### config.mk
export PLATFORM = sky130hd
export DESIGN_NAME = kmeans_centroid_update_k7
export DESIGN_NICKNAME = d
export VERILOG_FILES = /design/src/rtl/kmeans_centroid_update_k7.sv
export SDC_FILE = /design/constraint.sdc
export NUM_CORES = 1
export LEC_CHECK = 0
export ABC_AREA = 1
export CAP_MARGIN = 25
export CORE_ASPECT_RATIO = 1.75
export CORE_MARGIN = 2
export CORE_UTILIZATION = 45
export CTS_CLUSTER_DIAMETER = 50
export DETAILED_ROUTE_END_ITERATION = 8
export GPL_TIMING_DRIVEN = 0
export PLACE_DENSITY = 0.68
export SLEW_MARGIN = 5
export SYNTH_ARGS = -nofsm -noshare
export SYNTH_HDL_FRONTEND = slang
export SYNTH_SLANG_ARGS = --single-unit
### constraint.sdc
create_clock -name clk -period 15.3 [get_ports clk]
set_input_delay 3.825 -clock clk [delete_from_list [all_inputs] [get_ports clk]]
set_output_delay 3.825 -clock clk [all_outputs]
set_load 0.05 [all_outputs]
### src/rtl/kmeans_centroid_update_k7.sv
// k-means centroid update: snapshots per-cluster sums/counts on a strobe, runs one shared
// 16-step restoring divider over all 21 quotients, then commits the new centroid set at once.
module kmeans_centroid_update_k7 #(
  parameter logic [55:0] INIT_CX = 56'hD0_B0_90_70_50_30_10,
  parameter logic [55:0] INIT_CY = 56'hD0_B0_90_70_50_30_10,
  parameter logic [55:0] INIT_CZ = 56'hD0_B0_90_70_50_30_10
) (
  input  logic        clk,
  input  logic        rst_n,
  input  logic        update_centroids,
  input  logic [15:0] sumx0, sumx1, sumx2, sumx3, sumx4, sumx5, sumx6,
  input  logic [15:0] sumy0, sumy1, sumy2, sumy3, sumy4, sumy5, sumy6,
  input  logic [15:0] sumz0, sumz1, sumz2, sumz3, sumz4, sumz5, sumz6,
  input  logic [5:0]  cnt0, cnt1, cnt2, cnt3, cnt4, cnt5, cnt6,
  output logic [7:0]  cx0, cx1, cx2, cx3, cx4, cx5, cx6,
  output logic [7:0]  cy0, cy1, cy2, cy3, cy4, cy5, cy6,
  output logic [7:0]  cz0, cz1, cz2, cz3, cz4, cz5, cz6,
  output logic        busy,
  output logic        upd_done,
  output logic        changed,
  output logic        overrun
);

  typedef enum logic [1:0] {
    S_IDLE  = 2'd0,
    S_LOAD  = 2'd1,
    S_SHIFT = 2'd2,
    S_WRITE = 2'd3
  } state_t;

  state_t      r_state, w_state_nxt;
  logic [15:0] w_sum_in [21];
  logic [5:0]  w_cnt_in [7];
  logic [15:0] r_sum [21];
  logic [5:0]  r_cnt [7];
  logic [4:0]  r_j;
  logic [2:0]  r_clu;
  logic [1:0]  r_axis;
  logic [16:0] r_rem;
  logic [15:0] r_dvd;
  logic [15:0] r_quo;
  logic [5:0]  r_div;
  logic [4:0]  r_bitcnt;
  logic [7:0]  r_cx [7];
  logic [7:0]  r_cy [7];
  logic [7:0]  r_cz [7];
  logic [7:0]  r_pend [21];
  logic        r_busy, r_upd_done, r_changed, r_overrun;
  logic [17:0] w_rem_sh;
  logic        w_ge;
  logic [7:0]  w_cur_all [21];
  logic [7:0]  w_result;
  logic [7:0]  w_commit [21];
  logic        w_changed;

  // Slot order is cluster-major, x/y/z within a cluster: slot j = 3*cluster + axis.
  assign w_sum_in[0]  = sumx0; assign w_sum_in[1]  = sumy0; assign w_sum_in[2]  = sumz0;
  assign w_sum_in[3]  = sumx1; assign w_sum_in[4]  = sumy1; assign w_sum_in[5]  = sumz1;
  assign w_sum_in[6]  = sumx2; assign w_sum_in[7]  = sumy2; assign w_sum_in[8]  = sumz2;
  assign w_sum_in[9]  = sumx3; assign w_sum_in[10] = sumy3; assign w_sum_in[11] = sumz3;
  assign w_sum_in[12] = sumx4; assign w_sum_in[13] = sumy4; assign w_sum_in[14] = sumz4;
  assign w_sum_in[15] = sumx5; assign w_sum_in[16] = sumy5; assign w_sum_in[17] = sumz5;
  assign w_sum_in[18] = sumx6; assign w_sum_in[19] = sumy6; assign w_sum_in[20] = sumz6;
  assign w_cnt_in[0] = cnt0; assign w_cnt_in[1] = cnt1; assign w_cnt_in[2] = cnt2;
  assign w_cnt_in[3] = cnt3; assign w_cnt_in[4] = cnt4; assign w_cnt_in[5] = cnt5;
  assign w_cnt_in[6] = cnt6;

  assign w_rem_sh = {r_rem, r_dvd[15]};
  assign w_ge     = (w_rem_sh >= {12'd0, r_div});

  always_comb begin
    for (int i = 0; i < 7; i++) begin
      w_cur_all[3*i]     = r_cx[i];
      w_cur_all[3*i + 1] = r_cy[i];
      w_cur_all[3*i + 2] = r_cz[i];
    end
  end

  // An empty cluster keeps its current coordinate; large quotients clamp to 8'hFF.
  always_comb begin
    w_result = w_cur_all[r_j];
    if (r_div == 6'd0) begin
      w_result = w_cur_all[r_j];
    end else if (r_quo[15:8] != 8'd0) begin
      w_result = 8'hFF;
    end else begin
      w_result = r_quo[7:0];
    end
  end

  // The last slot is written on the commit edge itself, so merge it in here.
  always_comb begin
    w_changed = 1'b0;
    for (int k = 0; k < 21; k++) begin
      w_commit[k] = (r_j == 5'(k)) ? w_result : r_pend[k];
      w_changed   = w_changed | (w_commit[k] != w_cur_all[k]);
    end
  end

  always_comb begin
    w_state_nxt = r_state;
    case (r_state)
      S_IDLE:  w_state_nxt = update_centroids ? S_LOAD : S_IDLE;
      S_LOAD:  w_state_nxt = S_SHIFT;
      S_SHIFT: w_state_nxt = (r_bitcnt == 5'd1) ? S_WRITE : S_SHIFT;
      S_WRITE: w_state_nxt = (r_j == 5'd20) ? S_IDLE : S_LOAD;
      default: w_state_nxt = S_IDLE;
    endcase
  end

  always_ff @(posedge clk) begin
    if (!rst_n) begin
      r_state <= S_IDLE;
    end else begin
      r_state <= w_state_nxt;
    end
  end

  always_ff @(posedge clk) begin
    if (!rst_n) begin
      for (int i = 0; i < 7; i++) begin
        r_cx[i]  <= INIT_CX[8*i +: 8];
        r_cy[i]  <= INIT_CY[8*i +: 8];
        r_cz[i]  <= INIT_CZ[8*i +: 8];
        r_cnt[i] <= 6'd0;
      end
      for (int k = 0; k < 21; k++) begin
        r_sum[k]  <= 16'd0;
        r_pend[k] <= 8'd0;
      end
      r_j        <= 5'd0;
      r_clu      <= 3'd0;
      r_axis     <= 2'd0;
      r_rem      <= 17'd0;
      r_dvd      <= 16'd0;
      r_quo      <= 16'd0;
      r_div      <= 6'd0;
      r_bitcnt   <= 5'd0;
      r_busy     <= 1'b0;
      r_upd_done <= 1'b0;
      r_changed  <= 1'b0;
      r_overrun  <= 1'b0;
    end else begin
      r_upd_done <= 1'b0;
      r_busy     <= (w_state_nxt != S_IDLE);
      if (update_centroids && (r_state != S_IDLE)) begin
        r_overrun <= 1'b1;
      end
      case (r_state)
        S_IDLE: begin
          if (update_centroids) begin
            for (int k = 0; k < 21; k++) r_sum[k] <= w_sum_in[k];
            for (int i = 0; i < 7; i++)  r_cnt[i] <= w_cnt_in[i];
            r_j    <= 5'd0;
            r_clu  <= 3'd0;
            r_axis <= 2'd0;
          end
        end
        S_LOAD: begin
          r_rem    <= 17'd0;
          r_dvd    <= r_sum[r_j];
          r_div    <= r_cnt[r_clu];
          r_quo    <= 16'd0;
          r_bitcnt <= 5'd16;
        end
        S_SHIFT: begin
          r_rem    <= w_ge ? 17'(w_rem_sh - {12'd0, r_div}) : w_rem_sh[16:0];
          r_quo    <= {r_quo[14:0], w_ge};
          r_dvd    <= {r_dvd[14:0], 1'b0};
          r_bitcnt <= r_bitcnt - 5'd1;
        end
        S_WRITE: begin
          r_pend[r_j] <= w_result;
          if (r_j == 5'd20) begin
            for (int i = 0; i < 7; i++) begin
              r_cx[i] <= w_commit[3*i];
              r_cy[i] <= w_commit[3*i + 1];
              r_cz[i] <= w_commit[3*i + 2];
            end
            r_changed  <= w_changed;
            r_upd_done <= 1'b1;
          end else begin
            r_j <= r_j + 5'd1;
            if (r_axis == 2'd2) begin
              r_axis <= 2'd0;
              r_clu  <= r_clu + 3'd1;
            end else begin
              r_axis <= r_axis + 2'd1;
            end
          end
        end
        default: begin
          r_j <= 5'd0;
        end
      endcase
    end
  end

  assign cx0 = r_cx[0]; assign cx1 = r_cx[1]; assign cx2 = r_cx[2]; assign cx3 = r_cx[3];
  assign cx4 = r_cx[4]; assign cx5 = r_cx[5]; assign cx6 = r_cx[6];
  assign cy0 = r_cy[0]; assign cy1 = r_cy[1]; assign cy2 = r_cy[2]; assign cy3 = r_cy[3];
  assign cy4 = r_cy[4]; assign cy5 = r_cy[5]; assign cy6 = r_cy[6];
  assign cz0 = r_cz[0]; assign cz1 = r_cz[1]; assign cz2 = r_cz[2]; assign cz3 = r_cz[3];
  assign cz4 = r_cz[4]; assign cz5 = r_cz[5]; assign cz6 = r_cz[6];
  assign busy     = r_busy;
  assign upd_done = r_upd_done;
  assign changed  = r_changed;
  assign overrun  = r_overrun;

endmodule

# --- After elaboration in Yosys (flattened, before gate mapping) ---
# Memories as Yosys holds them, arrays and structs flattened. A register that Yosys moved wholly into a read port is not among the register bits.
# Index checks and enable logic that the tools add are counted.
word_totals:
  ff_bits: 70
  ramBits: 714
  inputBits: 381
  output_inout_bits: 172
  n_memories: 6
memory_table:
  columns: ["name", "depth", "width", "read_ports", "rd_ports_with_merged_regs", "wr", "line", "rtl"]
  rows:
  - ["r_sum", 21, 16, 1, 1, 21, "34", "logic [15:0] r_sum [21];"]
  - ["r_pend", 21, 8, 21, 0, 21, "47", "logic [7:0] r_pend [21];"]
  - ["r_cx", 7, 8, 7, 0, 7, "44", "logic [7:0] r_cx [7];"]
  - ["r_cy", 7, 8, 7, 0, 7, "45", "logic [7:0] r_cy [7];"]
  - ["r_cz", 7, 8, 7, 0, 7, "46", "logic [7:0] r_cz [7];"]
  - ["r_cnt", 7, 6, 1, 1, 7, "35", "logic [5:0] r_cnt [7];"]
classes:
  add_sub_neg: 5
  magnitude_cmp: 2
  n_eq_ne: 49
  mux: 112
  bitwise_logic: 70
  n_reduce_logical: 14
op_table:
  columns: ["cell", "n"]
  rows:
  - ["$mux 8", 47]
  - ["$mux 16", 21]
  - ["$ne 8x8->1", 21]
  - ["$or 1x1->1", 69]
  - ["$pmux 16 s2", 2]
  - ["$mux 6", 7]
  - ["$bmux 8 s5", 1]
  - ["$eq 5x4->1 const B", 8]
  - ["$pmux 17 s2", 1]
  - ["$eq 5x5->1 const B", 5]
  - ["$mux 5", 5]
  - ["$eq 5x3->1 const B", 4]
  - ["$pmux 5 s2", 2]
  - ["$ge 18x6->1", 1]
  - ["$mux 17", 1]
  - ["$sub 17x6->17", 1]
  - ["$mux 1", 16]
  - ["$eq 5x1->1 const B", 2]
  - ["$eq 5x2->1 const B", 2]
  - ["$mux 3", 3]
  - ["$pmux 2 s4", 1]
  - ["$reduce_bool 2->1", 4]
  - ["$reduce_bool 8->1", 1]
  - ["$reduce_or 8->1", 1]
  - ["other kinds (20)", 26]

# --- Depth between registers and ports, before layout ---
logic_depth:
  depth_word: 27
  depth_mapped: 27

# --- Least setup slack after synthesis ---
# No wires, ideal clock.
synth_timing:
  kind: "input to register"
  startpoint: "input rst_n"
  endpoint: "memory r_cnt[0][0], enable pin"
  t_arrival_ns: 10.173
  required_ns: 12.517
  slack_ns: 2.345
  stages: 2
  path_buffers: 1
  cell_sequence: "clkbuf_1 -> nand2_1"
synth_rtl:
  columns: ["item", "line", "rtl"]
  rows:
  - ["from (decl)", "9", "input logic rst_n,"]
  - ["to (decl)", "35", null]

==> results.md <==
* Nets at 5892
* Root Driver: clkbuf_16
* Most frequent cells in the layout: 1221 x nand2_1, 820 x nor2_1, 714 x edfxtp_1
* Via count at 38500
* P_leak at roughly 22 nW
* Post-synthesis sequential area ratio at a little under three fifths
* Int Power at approximately 4 mW
* Routed len/inst at 30.2 um
* Avg Cell Area, Syn at between 8 and 9 um^2
* Placed Cells incl. Taps at 6586
* Global-route wire length before repair at 275000 um
* Drt via density at 5.71
* Max-slew headroom at 18.9%
* Ports at 553
* Commonest non-fill, non-tap cell in the layout: nand2_1
* Number of synthesized flops with an enable pin at slightly above 700
* Final Critical Period at around 6400 ps
* Max frequency at 0.157 GHz
* Top cells by area, synth: edfxtp_1 53%, nand2_1 11%, nor2_1 7.6%
* Switching power at about 2.1 mW
* Share of cells above drive strength 1 at roughly 5.3%
* Final Slew Violations at 0
* Worst EP arrival at roughly 6800 ps
* Crit path required time at 15710 ps
* Yosys reg bits at 795
* Core area at 89400 um^2
* Final setup vio count at 0
* Comb pwr share at between 20% and 30%
* Sequential Power Share at 42.2%
* Clk slew on worst S/H paths at about 70 ps
* Peak supply drop at 0.0000856 V
* Worst Max-Slew Pin Slew at 1220 ps
* Worst Setup Start Kind: input pin
* Netlist Area Pre-Place at 40700 um^2
* Largest net degree at the start of global routing at 74
* Hold buffer count at cts at 0
* Routed Antenna Nets at 0
* Ys flop type: edfxtp_1
* GRT Total Usage at 43.7%
* Design area at between 50000 and 60000 um^2
* Worst path max stage delay at 810 ps
* Asr flop ratio synth at 0%
* Synth Net Count at approximately 5200
* # Post-CTS Setup Buffers at 0
* Crit-path cells: clkbuf_1 -> clkbuf_1 -> clkbuf_1 -> buf_8 -> nand2_4 -> buf_12 -> buf_16
* Htree depth at 3
* Sw Share at 33.9%
* GR Overflow Total at 0
* Worst Skew at 42.0 ps
* Clock power share at 34.2%
* Routed WL at about 200000 um
* Fin cells at 6742
* Die Area at slightly above 90000 um^2
* Critical path endpoint category: flip-flop
* Number of gates resized after CTS at 0
* Row cnt at 145
* Dominant cell type by area after synthesis: edfxtp_1
* Tcrit/Tclk final at 41.6%
* DR iter-0 viols at 4645
* Synth Instances at 4822
* Worst skew pair latency at 730 ps
* Initial Util at roughly 45%
* Total Power at ~6.2 mW
* Placed cell area at 48300 um^2
* PortBufs at 551
* Detailed Place HPWL at 161000 um
* Fin. Hold Viols at 0
* Yosys Warn Count at 0
* PD cells at 121 nW/um^2
* Status: completed
* RSZ-0062 raised after global routing: no
* Vias in the first global route at 36700
* Die W at 231 um
* Final core occ at a little under three fifths
* CP most frequent cell: clkbuf_1
* Initial antenna violation count at 16
* Clock buffer depth at 3
* Area Overhead vs Synth at 25.5%
* Residual DRC count at 0
* DR pass1 iterations at 6
* Netlist cell types at 49
* Yosys top cell area share at 52.7%
* Number of max-cap violations at 0
* CTS tree: yes
* Die height at 402 um
* Slowest CP cell: clkbuf_1
* RePlAce Congestion at around 1.1
* Crit Path Max Fanout at 57
* CP Class: in2reg
* Number of CTS-inserted buffers at a little under 80
* Hold Path Class: reg2reg
* Clk sinks at 795
* Fillers at 8136
[sequential cells by signal (all words and copies together), names as in the netlist, named ones only]
name / cells
r_sum: 336
r_pend: 168
r_cx: 56
r_cy: 56
r_cz: 56
r_cnt: 42
r_rem: 17
r_dvd: 16
r_quo: 16
r_div: 6
r_bitcnt: 5
r_j: 5
r_clu: 3
r_axis: 2
r_state: 2
busy: 1
changed: 1
overrun: 1
upd_done: 1
[power groups by stage]
| stage | registers, mW | logic (mW) | clock network, mW |
|---|---|---|---|
| finish | 2.60 | 1.45 | 2.11 |
| global route | 2.61 | 1.48 | 2.18 |
| CTS | 2.60 | 1.37 | 2.09 |
| detailed placement | 2.64 | 1.37 | 0 |
| global placement | 2.69 | 1.31 | 0 |
| floorplan | 2.69 | 0.588 | 0 |
[layout make-up]
cell class                 count  area [um^2]  area share, %
multi-input combinational   3125        14100           27.6
clock buffer                  89         2010           3.94
antenna                       12         30.0         0.0588
inverter                     657         2470           4.83
sequential                   795        23100           45.2
timing repair buffer         590         6150           12.0
buffer                       245         1080           2.12
tap                         1176         1470           2.88
clock inverter                53          696           1.36
[cells in the mapped netlist, drive strengths merged (3+ instances only)]
cell type  count
or2           26
o31ai          8
clkbuf       177
nand2       1245
a21boi         4
nor3           6
xnor2          5
o21ai        237
o211ai        45
buf           68
a21o           3
o221ai        83
clkinv         4
nand3        294
ha            18
xor2          15
a32o           4
nand4         17
a21oi        221
o22ai         18
nor2         829
nand3b        32
edfxtp       714
a31oi          3
inv          653
dfxtp         81
a211oi         4
[through the flow]
| stage | hold WS [ps] | TNS [ps] | worst slack (ps) |
|---|---|---|---|
| 6_report | 470 | 0 | 8940 |
| 4_1_cts | 469 | 0 | 9060 |
| 2_1_floorplan | 445 | 0 | 2340 |
| 3_5_place_dp | 460 | 0 | 8370 |
| 3_3_place_gp | 454 | -419250 | -1570 |
| 5_1_grt | 484 | 0 | 8990 |
[final timing paths]
check                                from          to  slack, ps  cells after the start
worst min-delay path            r_dvd[13]   r_dvd[13]        470                      2
worst max-delay path                rst_n  r_cx[0][6]       8940                      7
worst max register to register     r_j[1]     changed       9370                     22
worst min register to register  r_dvd[13]   r_dvd[13]        470                      2
[worst max-delay path, delay by kind of cell]
| kind | cells | cell delay [ps] |
|---|---|---|
| buffers and inverters | 6 | 2470 |
| and+or+nand+nor | 1 | 320 |
[kinds of logic after synthesis]
| group | after synthesis | synth area share (%) |
|---|---|---|
| xor gates and xnor gates | 20 | 0.431 |
| AOI/OAI and AO/OA | 634 | 9.11 |
| and+or+nand+nor | 2452 | 24.4 |
| adders and majority gates | 19 | 0.603 |
| buffers and inverters | 902 | 8.72 |
| DFF | 795 | 56.7 |
[per-layer routing]
metal / part of all wire [%] / track usage (%) / up-vias
met5: 0.056 / 0.477 / -
met4: 13 / 47.3 / 10
met2: 48 / 72.6 / 2638
met1: 30 / 42.6 / 17900
met3: 8.5 / 9.79 / 783
li1: - / - / 17100
Power figures use the tool's default switching activity.
